<file path="src/rtl/multicycle_ctrl_fsm_if.sv">
// Memory handshake bundle between the multi-cycle control FSM (master)
// and the instruction/data memory ports (slave).
interface multicycle_ctrl_fsm_if;
    logic imem_req;
    logic imem_ready;
    logic ir_write;
    logic dmem_req;
    logic dmem_ready;
    logic mem_read;
    logic mem_write;

    modport master (
        output imem_req, ir_write, dmem_req, mem_read, mem_write,
        input  imem_ready, dmem_ready
    );

    modport slave (
        input  imem_req, ir_write, dmem_req, mem_read, mem_write,
        output imem_ready, dmem_ready
    );
endinterface

</file>
<file path="src/rtl/multicycle_ctrl_fsm.sv">
// Multi-cycle RV32 main control unit: FETCH/DECODE/EXEC/MEM/WB sequencing over
// ready-handshaked memories, with ALU latency, memory-wait timeout trap and sticky halt.
//
// state  | meaning
// FETCH  | instruction request outstanding, IR loads on imem_ready
// DECODE | opcode classified, illegal -> FAULT, HALT -> HALT
// EXEC   | ALU busy for 1+ALU_LATENCY cycles, branches resolve on the last one
// MEM    | data request outstanding for LOAD/STORE
// WB     | register write and PC update
// HALT   | absorbing, halted=1
// FAULT  | absorbing, mem_fault=1
module multicycle_ctrl_fsm #(
    parameter int ALU_LATENCY = 0,
    parameter int MEM_TIMEOUT = 16
) (
    input  logic                  clk,
    input  logic                  reset,
    multicycle_ctrl_fsm_if.master mem,
    input  logic [6:0]            opcode,
    input  logic                  branch_taken,
    output logic                  alu_src,
    output logic                  mem_to_reg,
    output logic                  reg_write,
    output logic [1:0]            alu_op,
    output logic [1:0]            wr_mux,
    output logic                  pc_write,
    output logic [1:0]            pc_sel,
    output logic                  halted,
    output logic                  mem_fault,
    output logic [2:0]            state_dbg
);

    typedef enum logic [2:0] {
        S_FETCH  = 3'd0,
        S_DECODE = 3'd1,
        S_EXEC   = 3'd2,
        S_MEM    = 3'd3,
        S_WB     = 3'd4,
        S_HALT   = 3'd5,
        S_FAULT  = 3'd6
    } state_t;

    typedef enum logic [2:0] {
        C_R, C_I, C_U, C_LOAD, C_STORE, C_B, C_JAL, C_JALR
    } cls_t;

    typedef struct packed {
        logic       imem_req;
        logic       dmem_req;
        logic       mem_read;
        logic       mem_write;
        logic       alu_src;
        logic       mem_to_reg;
        logic       reg_write;
        logic [1:0] alu_op;
        logic [1:0] wr_mux;
        logic [1:0] wb_pc_sel;
        logic       halted;
        logic       mem_fault;
    } outs_t;

    localparam logic [6:0] OP_R     = 7'b0110011;
    localparam logic [6:0] OP_I     = 7'b0010011;
    localparam logic [6:0] OP_U     = 7'b0110111;
    localparam logic [6:0] OP_LOAD  = 7'b0000011;
    localparam logic [6:0] OP_STORE = 7'b0100011;
    localparam logic [6:0] OP_B     = 7'b1100011;
    localparam logic [6:0] OP_JAL   = 7'b1101111;
    localparam logic [6:0] OP_JALR  = 7'b1100111;
    localparam logic [6:0] OP_HALT  = 7'b1111111;

    localparam bit              TIMEOUT_EN = (MEM_TIMEOUT > 0);
    localparam int              WAIT_W     = (MEM_TIMEOUT > 1) ? $clog2(MEM_TIMEOUT) : 1;
    localparam logic [WAIT_W-1:0] WAIT_LOAD = WAIT_W'((MEM_TIMEOUT > 0) ? MEM_TIMEOUT - 1 : 0);
    localparam logic [2:0]      ALU_LOAD   = 3'(ALU_LATENCY);

    state_t              state;
    cls_t                cls;
    outs_t               outs_q;
    logic [2:0]          alu_cnt;
    logic [WAIT_W-1:0]   wait_cnt;

    cls_t                dec_cls;
    logic                dec_legal;
    logic                dec_halt;
    logic                exec_last;
    logic                b_resolve;
    logic                store_done;

    // Registered outputs are computed for the state being entered, so they
    // line up with the state register on the following cycle.
    function automatic outs_t outs_for(input state_t s, input cls_t c);
        outs_t o;
        o = '0;
        case (s)
            S_FETCH: o.imem_req = 1'b1;
            S_MEM: begin
                o.dmem_req  = 1'b1;
                o.mem_read  = (c == C_LOAD);
                o.mem_write = (c == C_STORE);
            end
            S_WB:    o.reg_write = 1'b1;
            S_HALT:  o.halted    = 1'b1;
            S_FAULT: o.mem_fault = 1'b1;
            default: ;
        endcase
        if (s == S_EXEC || s == S_MEM || s == S_WB) begin
            case (c)
                C_R:     o.alu_op = 2'b10;
                C_I:     begin o.alu_src = 1'b1; o.alu_op = 2'b10; end
                C_U:     begin o.alu_src = 1'b1; o.alu_op = 2'b11; o.wr_mux = 2'b10; end
                C_LOAD:  begin o.alu_src = 1'b1; o.mem_to_reg = 1'b1; end
                C_STORE: o.alu_src = 1'b1;
                C_B:     o.alu_op = 2'b01;
                C_JAL:   begin o.alu_op = 2'b11; o.wr_mux = 2'b01; o.wb_pc_sel = 2'b01; end
                C_JALR:  begin o.alu_src = 1'b1; o.wr_mux = 2'b01; o.wb_pc_sel = 2'b10; end
                default: ;
            endcase
        end
        if (s != S_WB) o.wb_pc_sel = 2'b00;
        return o;
    endfunction

    always_comb begin
        dec_cls   = C_R;
        dec_legal = 1'b1;
        dec_halt  = 1'b0;
        case (opcode)
            OP_R:     dec_cls = C_R;
            OP_I:     dec_cls = C_I;
            OP_U:     dec_cls = C_U;
            OP_LOAD:  dec_cls = C_LOAD;
            OP_STORE: dec_cls = C_STORE;
            OP_B:     dec_cls = C_B;
            OP_JAL:   dec_cls = C_JAL;
            OP_JALR:  dec_cls = C_JALR;
            OP_HALT:  dec_halt = 1'b1;
            default:  dec_legal = 1'b0;
        endcase
    end

    always_ff @(posedge clk) begin
        if (reset) begin
            state    <= S_FETCH;
            cls      <= C_R;
            alu_cnt  <= ALU_LOAD;
            wait_cnt <= WAIT_LOAD;
            outs_q   <= outs_for(S_FETCH, C_R);
        end else begin
            case (state)
                S_FETCH: begin
                    if (mem.imem_ready) begin
                        state  <= S_DECODE;
                        outs_q <= outs_for(S_DECODE, cls);
                    end else if (TIMEOUT_EN && wait_cnt == '0) begin
                        state  <= S_FAULT;
                        outs_q <= outs_for(S_FAULT, cls);
                    end else if (wait_cnt != '0) begin
                        wait_cnt <= wait_cnt - 1'b1;
                    end
                end
                S_DECODE: begin
                    if (dec_halt) begin
                        state  <= S_HALT;
                        outs_q <= outs_for(S_HALT, cls);
                    end else if (!dec_legal) begin
                        state  <= S_FAULT;
                        outs_q <= outs_for(S_FAULT, cls);
                    end else begin
                        cls     <= dec_cls;
                        alu_cnt <= ALU_LOAD;
                        state   <= S_EXEC;
                        outs_q  <= outs_for(S_EXEC, dec_cls);
                    end
                end
                S_EXEC: begin
                    if (alu_cnt != 3'd0) begin
                        alu_cnt <= alu_cnt - 3'd1;
                    end else if (cls == C_LOAD || cls == C_STORE) begin
                        wait_cnt <= WAIT_LOAD;
                        state    <= S_MEM;
                        outs_q   <= outs_for(S_MEM, cls);
                    end else if (cls == C_B) begin
                        wait_cnt <= WAIT_LOAD;
                        state    <= S_FETCH;
                        outs_q   <= outs_for(S_FETCH, cls);
                    end else begin
                        state  <= S_WB;
                        outs_q <= outs_for(S_WB, cls);
                    end
                end
                S_MEM: begin
                    if (mem.dmem_ready) begin
                        if (cls == C_LOAD) begin
                            state  <= S_WB;
                            outs_q <= outs_for(S_WB, cls);
                        end else begin
                            wait_cnt <= WAIT_LOAD;
                            state    <= S_FETCH;
                            outs_q   <= outs_for(S_FETCH, cls);
                        end
                    end else if (TIMEOUT_EN && wait_cnt == '0) begin
                        state  <= S_FAULT;
                        outs_q <= outs_for(S_FAULT, cls);
                    end else if (wait_cnt != '0) begin
                        wait_cnt <= wait_cnt - 1'b1;
                    end
                end
                S_WB: begin
                    wait_cnt <= WAIT_LOAD;
                    state    <= S_FETCH;
                    outs_q   <= outs_for(S_FETCH, cls);
                end
                S_HALT, S_FAULT: ;
                default: begin
                    state  <= S_FAULT;
                    outs_q <= outs_for(S_FAULT, cls);
                end
            endcase
        end
    end

    // Handshake-qualified strobes depend on this cycle's ready/compare inputs.
    assign exec_last  = (state == S_EXEC) && (alu_cnt == 3'd0);
    assign b_resolve  = exec_last && (cls == C_B);
    assign store_done = (state == S_MEM) && (cls == C_STORE) && mem.dmem_ready;

    assign mem.imem_req  = outs_q.imem_req  & ~reset;
    assign mem.ir_write  = ~reset & (state == S_FETCH) & mem.imem_ready;
    assign mem.dmem_req  = outs_q.dmem_req  & ~reset;
    assign mem.mem_read  = outs_q.mem_read  & ~reset;
    assign mem.mem_write = outs_q.mem_write & ~reset;

    assign alu_src    = outs_q.alu_src    & ~reset;
    assign mem_to_reg = outs_q.mem_to_reg & ~reset;
    assign reg_write  = outs_q.reg_write  & ~reset;
    assign alu_op     = reset ? 2'b00 : outs_q.alu_op;
    assign wr_mux     = reset ? 2'b00 : outs_q.wr_mux;
    assign pc_write   = ~reset & (outs_q.reg_write | b_resolve | store_done);
    assign pc_sel     = reset ? 2'b00 : (b_resolve ? {1'b0, branch_taken} : outs_q.wb_pc_sel);
    assign halted     = outs_q.halted    & ~reset;
    assign mem_fault  = outs_q.mem_fault & ~reset;
    assign state_dbg  = reset ? 3'd0 : state;

endmodule
</file>
<file path="src/flat_wrapper.sv">
// flat-port wrapper written by rule: the top's interface ports become plain ports
module multicycle_ctrl_fsm_flat 
#(
    parameter int ALU_LATENCY = 0,
    parameter int MEM_TIMEOUT = 16
)
  (clk, reset, opcode, branch_taken, alu_src, mem_to_reg, reg_write, alu_op, wr_mux, pc_write, pc_sel, halted, mem_fault, state_dbg, mem_imem_req, mem_ir_write, mem_dmem_req, mem_mem_read, mem_mem_write, mem_imem_ready, mem_dmem_ready);
  multicycle_ctrl_fsm_if mem_i ();
  input  logic clk;
  input  logic reset;
  input  logic [6:0] opcode;
  input  logic branch_taken;
  output logic alu_src;
  output logic mem_to_reg;
  output logic reg_write;
  output logic [1:0] alu_op;
  output logic [1:0] wr_mux;
  output logic pc_write;
  output logic [1:0] pc_sel;
  output logic halted;
  output logic mem_fault;
  output logic [2:0] state_dbg;
  output wire logic [$bits(mem_i.imem_req)-1:0] mem_imem_req;
  output wire logic [$bits(mem_i.ir_write)-1:0] mem_ir_write;
  output wire logic [$bits(mem_i.dmem_req)-1:0] mem_dmem_req;
  output wire logic [$bits(mem_i.mem_read)-1:0] mem_mem_read;
  output wire logic [$bits(mem_i.mem_write)-1:0] mem_mem_write;
  input wire logic [$bits(mem_i.imem_ready)-1:0] mem_imem_ready;
  input wire logic [$bits(mem_i.dmem_ready)-1:0] mem_dmem_ready;
  assign mem_imem_req = mem_i.imem_req;
  assign mem_ir_write = mem_i.ir_write;
  assign mem_dmem_req = mem_i.dmem_req;
  assign mem_mem_read = mem_i.mem_read;
  assign mem_mem_write = mem_i.mem_write;
  assign mem_i.imem_ready = mem_imem_ready;
  assign mem_i.dmem_ready = mem_dmem_ready;
  multicycle_ctrl_fsm #(.ALU_LATENCY(ALU_LATENCY), .MEM_TIMEOUT(MEM_TIMEOUT)) u_core (.clk(clk), .reset(reset), .mem(mem_i), .opcode(opcode), .branch_taken(branch_taken), .alu_src(alu_src), .mem_to_reg(mem_to_reg), .reg_write(reg_write), .alu_op(alu_op), .wr_mux(wr_mux), .pc_write(pc_write), .pc_sel(pc_sel), .halted(halted), .mem_fault(mem_fault), .state_dbg(state_dbg));
endmodule
</file>
<file path="config.mk">
export PLATFORM = sky130hd
export DESIGN_NAME = multicycle_ctrl_fsm_flat
export DESIGN_NICKNAME = d
export VERILOG_FILES = /design/src/rtl/multicycle_ctrl_fsm_if.sv /design/src/rtl/multicycle_ctrl_fsm.sv /design/src/flat_wrapper.sv
export SDC_FILE = /design/constraint.sdc
export NUM_CORES = 1
export LEC_CHECK = 0
export ABC_AREA = 1
export CORE_MARGIN = 4
export CORE_UTILIZATION = 35
export DETAILED_ROUTE_END_ITERATION = 12
export DONT_BUFFER_PORTS = 1
export GPL_TIMING_DRIVEN = 0
export PLACE_DENSITY = 0.53
export RECOVER_POWER = 25
export SLEW_MARGIN = 20
export SYNTH_ARGS = -nofsm -noshare
export SYNTH_HDL_FRONTEND = slang
export SYNTH_SLANG_ARGS = --single-unit
export TNS_END_PERCENT = 5
</file>
<file path="constraint.sdc">
create_clock -name clk -period 1.3 [get_ports clk]
set_input_delay 0.195 -clock clk [delete_from_list [all_inputs] [get_ports clk]]
set_output_delay 0.195 -clock clk [all_outputs]
set_load 0.01 [all_outputs]
</file>
==> metrics <==
first-pass detailed-route iteration total 4; outcome finished with violations; Crit path required time 1.11 ns; clock root buffer clkbuf_8; ANT cells 0; commonest non-fill, non-tap cell in the layout nand2_1; Tcrit/Tclk final 121.2%; Nets 359; Setup WS post-layout -0.2760 ns; Worst-Skew Late Latency 0.28 ns; simple logic cell fraction of the synthesized area 42.09%; GR Overflow Total 0; worst hold start reset; Routed WL 5667 µm; die area 7017 µm²; Reg clk slew, reported paths 0.10 ns; die width 83.77 µm; Worst Skew 0.001213 ns; DP Cell Count 395; post-synthesis adder-cell area fraction 1.868%; max_cap viols 0; DR DRC count 0; Syn. warnings 0; Peak Freq 634.5 MHz; Bufs on Longest Clock Path 2; drt first-iter violations 128; WL/cell 13.66 µm; layout cell share with drive strength beyond 1 28.28%; CTS Hold Bufs 0; synthesized cell area 2009 µm²; # fillers 599; xor/xnor share of the synthesized area 0.4359%; Crit Path Max Fanout 5; final hold violation count 0; Seq/Total Area, Yosys 27.90%; Yosys reg bits 28; main combinational cell family by area after synthesis simple AND/OR/NAND/NOR gates; initial antenna violation count 0; first-pass GRT wire length 9308 µm; Slew Viols, Final 0; minimum clock period 1.576 ns; hold path depth 3; Arr. time, crit path 1.38 ns; via count 2040; DR WL met2 2592 µm; Synth Area per Inst 6.221 µm²; CORE AREA 5540 µm²; HPWL Detailed 4216 µm; Finished Layout Cells 415; Total GRT Usage 16.12%; Critical Path Start Type register; mux contribution to synthesized area 0%; post-route ant nets 0; CP max stage delay 0.36 ns; Hold Crit Class in -> reg; worst r2r src u_core.state[0]$_SDFFE_PP0P_; flop-to-flop setup slack -0.25 ns; Site Rows 27; Yosys cell types 38; Worst VDD drop 0.5129 mV; Die H 83.77 µm; routed wire length on met3 424 µm; power per cell area 1177 nW/µm²; fin util 43.70%; Area Overhead vs Synth 20.49%; final-report setup violation count 30; Worst R2R Path Depth 8; Synth Instances 323; CTS tree yes; total I/O pin count 32; post-synth top area cell dfxtp_1; Leakage 1.096 nW; Top Layer Used met4; CTS sink cnt 28; Rel. slew slack 75.72%; total power 2.849 mW; GPL Wtd Cong 0.8229; M1 wire length 2541 µm; ranking of synthesized cells by area dfxtp_1 (28%), nand2_1 (15%), nor2_1 (10%); DR vias/cell 4.916; H-tree depth 1; cts bufs inserted 3; CP Cell Sequence inv_2, nor3_4, nand2_2, o21ai_2, o21ai_1, inv_1; count of input and output buffers 0; pin count of the biggest net entering global routing 16; reg2reg end u_core.wait_cnt[0]$_SDFFE_PP1P_; commonest cells after routing, fill and taps aside nand2_1 (75), nor2_1 (45), inv_1 (38), nand3_1 (20), dfxtp_1 (18); Post-Syn Nets 338; Worst-Margin Slew 0.3629 ns; WS Path Type reg -> out; area share of the leading cell type in the synthesized netlist 27.90%; Hold Crit Endpoint u_core.outs_q[8]$_SDFFE_PP0P_; vias in the first global route 1979; endpoint type of the worst setup path output port; Starting Density 36.27%; complex-gate fraction of the synthesized area 15.82%; unrepaired setup endpoints after global routing yes; slowest cell on the critical path dfxtp_2; failing checks negative setup slack
timing repair:
item,CTS,global route
buffers inserted,15,1
gates resized for setup,45,13
setup endpoints to repair,41,32
pin swaps,18,9
cell usage after synthesis:
cell type / n
nand2_1: 78
nor2_1: 54
o21ai_2: 1
clkbuf_1: 2
inv_2: 6
nor3_4: 1
nand3_1: 21
a21oi_4: 1
inv_6: 1
o21ai_0: 11
nor3_2: 2
nand3_2: 2
nor2_2: 3
inv_1: 49
inv_4: 1
o22ai_1: 1
buf_2: 2
nand2_2: 8
a22o_1: 2
o31ai_2: 1
xor2_1: 1
o21ai_1: 10
a21oi_1: 14
o21a_1: 1
o211ai_1: 2
o21ai_4: 1
nand4_1: 3
nor3_1: 2
nand3_4: 1
nor2_4: 2
a41oi_1: 1
nand2_4: 2
a31oi_4: 1
ha_1: 3
nand4_4: 1
nand3b_1: 1
a31oi_1: 2
dfxtp_1: 28
critical path, delay by kind of cell (launching register included):
| family | cells | cell delay, ns |
|---|---|---|
| AND/OR/NAND/NOR | 2 | 0.33 |
| buffers and inverters | 2 | 0.21 |
| flip-flops | 1 | 0.36 |
| AO/OA/AOI/OAI | 2 | 0.20 |
through the flow:
stage | cell area, µm² | setup WS, ns | hold slack (ns) | setup TNS (ns)
2_1_floorplan | 2016 | -0.08797 | 0.3716 | -0.7209
3_3_place_gp | 2106 | -0.3294 | 0.4077 | -7.144
3_5_place_dp | 2106 | -0.3468 | 0.4054 | -7.644
4_1_cts | 2372 | -0.3012 | 0.09581 | -4.427
5_1_grt | 2421 | -0.3712 | 0.1089 | -7.720
6_report | 2421 | -0.2760 | 0.1065 | -4.694
worst max path at each step:
stage / startpoint / end / slack, ns / cells after the start
after floorplan: u_core.alu_cnt[0]$_SDFFE_PP0P_ / u_core.wait_cnt[0]$_SDFFE_PP1P_ / -0.09 / 9
after global placement: u_core.wait_cnt[0]$_SDFFE_PP1P_ / u_core.outs_q[10]$_SDFFE_PP0P_ / -0.33 / 11
after detailed placement: u_core.wait_cnt[0]$_SDFFE_PP1P_ / u_core.outs_q[10]$_SDFFE_PP0P_ / -0.35 / 11
after CTS: u_core.alu_cnt[1]$_SDFFE_PP0P_ / pc_write / -0.30 / 8
after global routing: u_core.alu_cnt[1]$_SDFFE_PP0P_ / u_core.wait_cnt[3]$_SDFFE_PP1P_ / -0.37 / 9
final: u_core.state[0]$_SDFFE_PP0P_ / pc_write / -0.28 / 6
metal layers:
| layer | vias up | track usage, % |
|---|---|---|
| li1 | 1062 | - |
| met5 | - | 0 |
| met3 | 10 | 4.442 |
| met1 | 909 | 20.68 |
| met4 | 0 | 4.678 |
| met2 | 59 | 26.32 |
logic make-up after synthesis:
group / after synthesis
compound gates: 49
xor+xnor: 1
fa+ha+maj: 3
buf+inv: 61
flops: 28
simple gates: 181
sequential cells by signal, summed over array words and instances, names as in the netlist:
register,flops
u_core.cls,3
u_core.alu_cnt,3
u_core.outs_q,15
u_core.state,3
u_core.wait_cnt,4
where the power goes:
part / switching, mW / total [mW] / internal [mW]
clock network: 0.301 / 0.574 / 0.272
logic: 0.793 / 1.22 / 0.425
registers: 0.0923 / 1.06 / 0.965
total: 1.19 / 2.85 / 1.66
area by class of cell:
class	count	area [µm²]	share of cell area (%)
multi-input combinational	234	1328	54.83
sequential	28	575.6	23.77
inverter	57	226.5	9.354
timing repair buffer	16	120.1	4.961
tap	72	90.09	3.721
clock buffer	4	55.05	2.274
buffer	4	26.28	1.085
(Power assumes the default switching activity.)
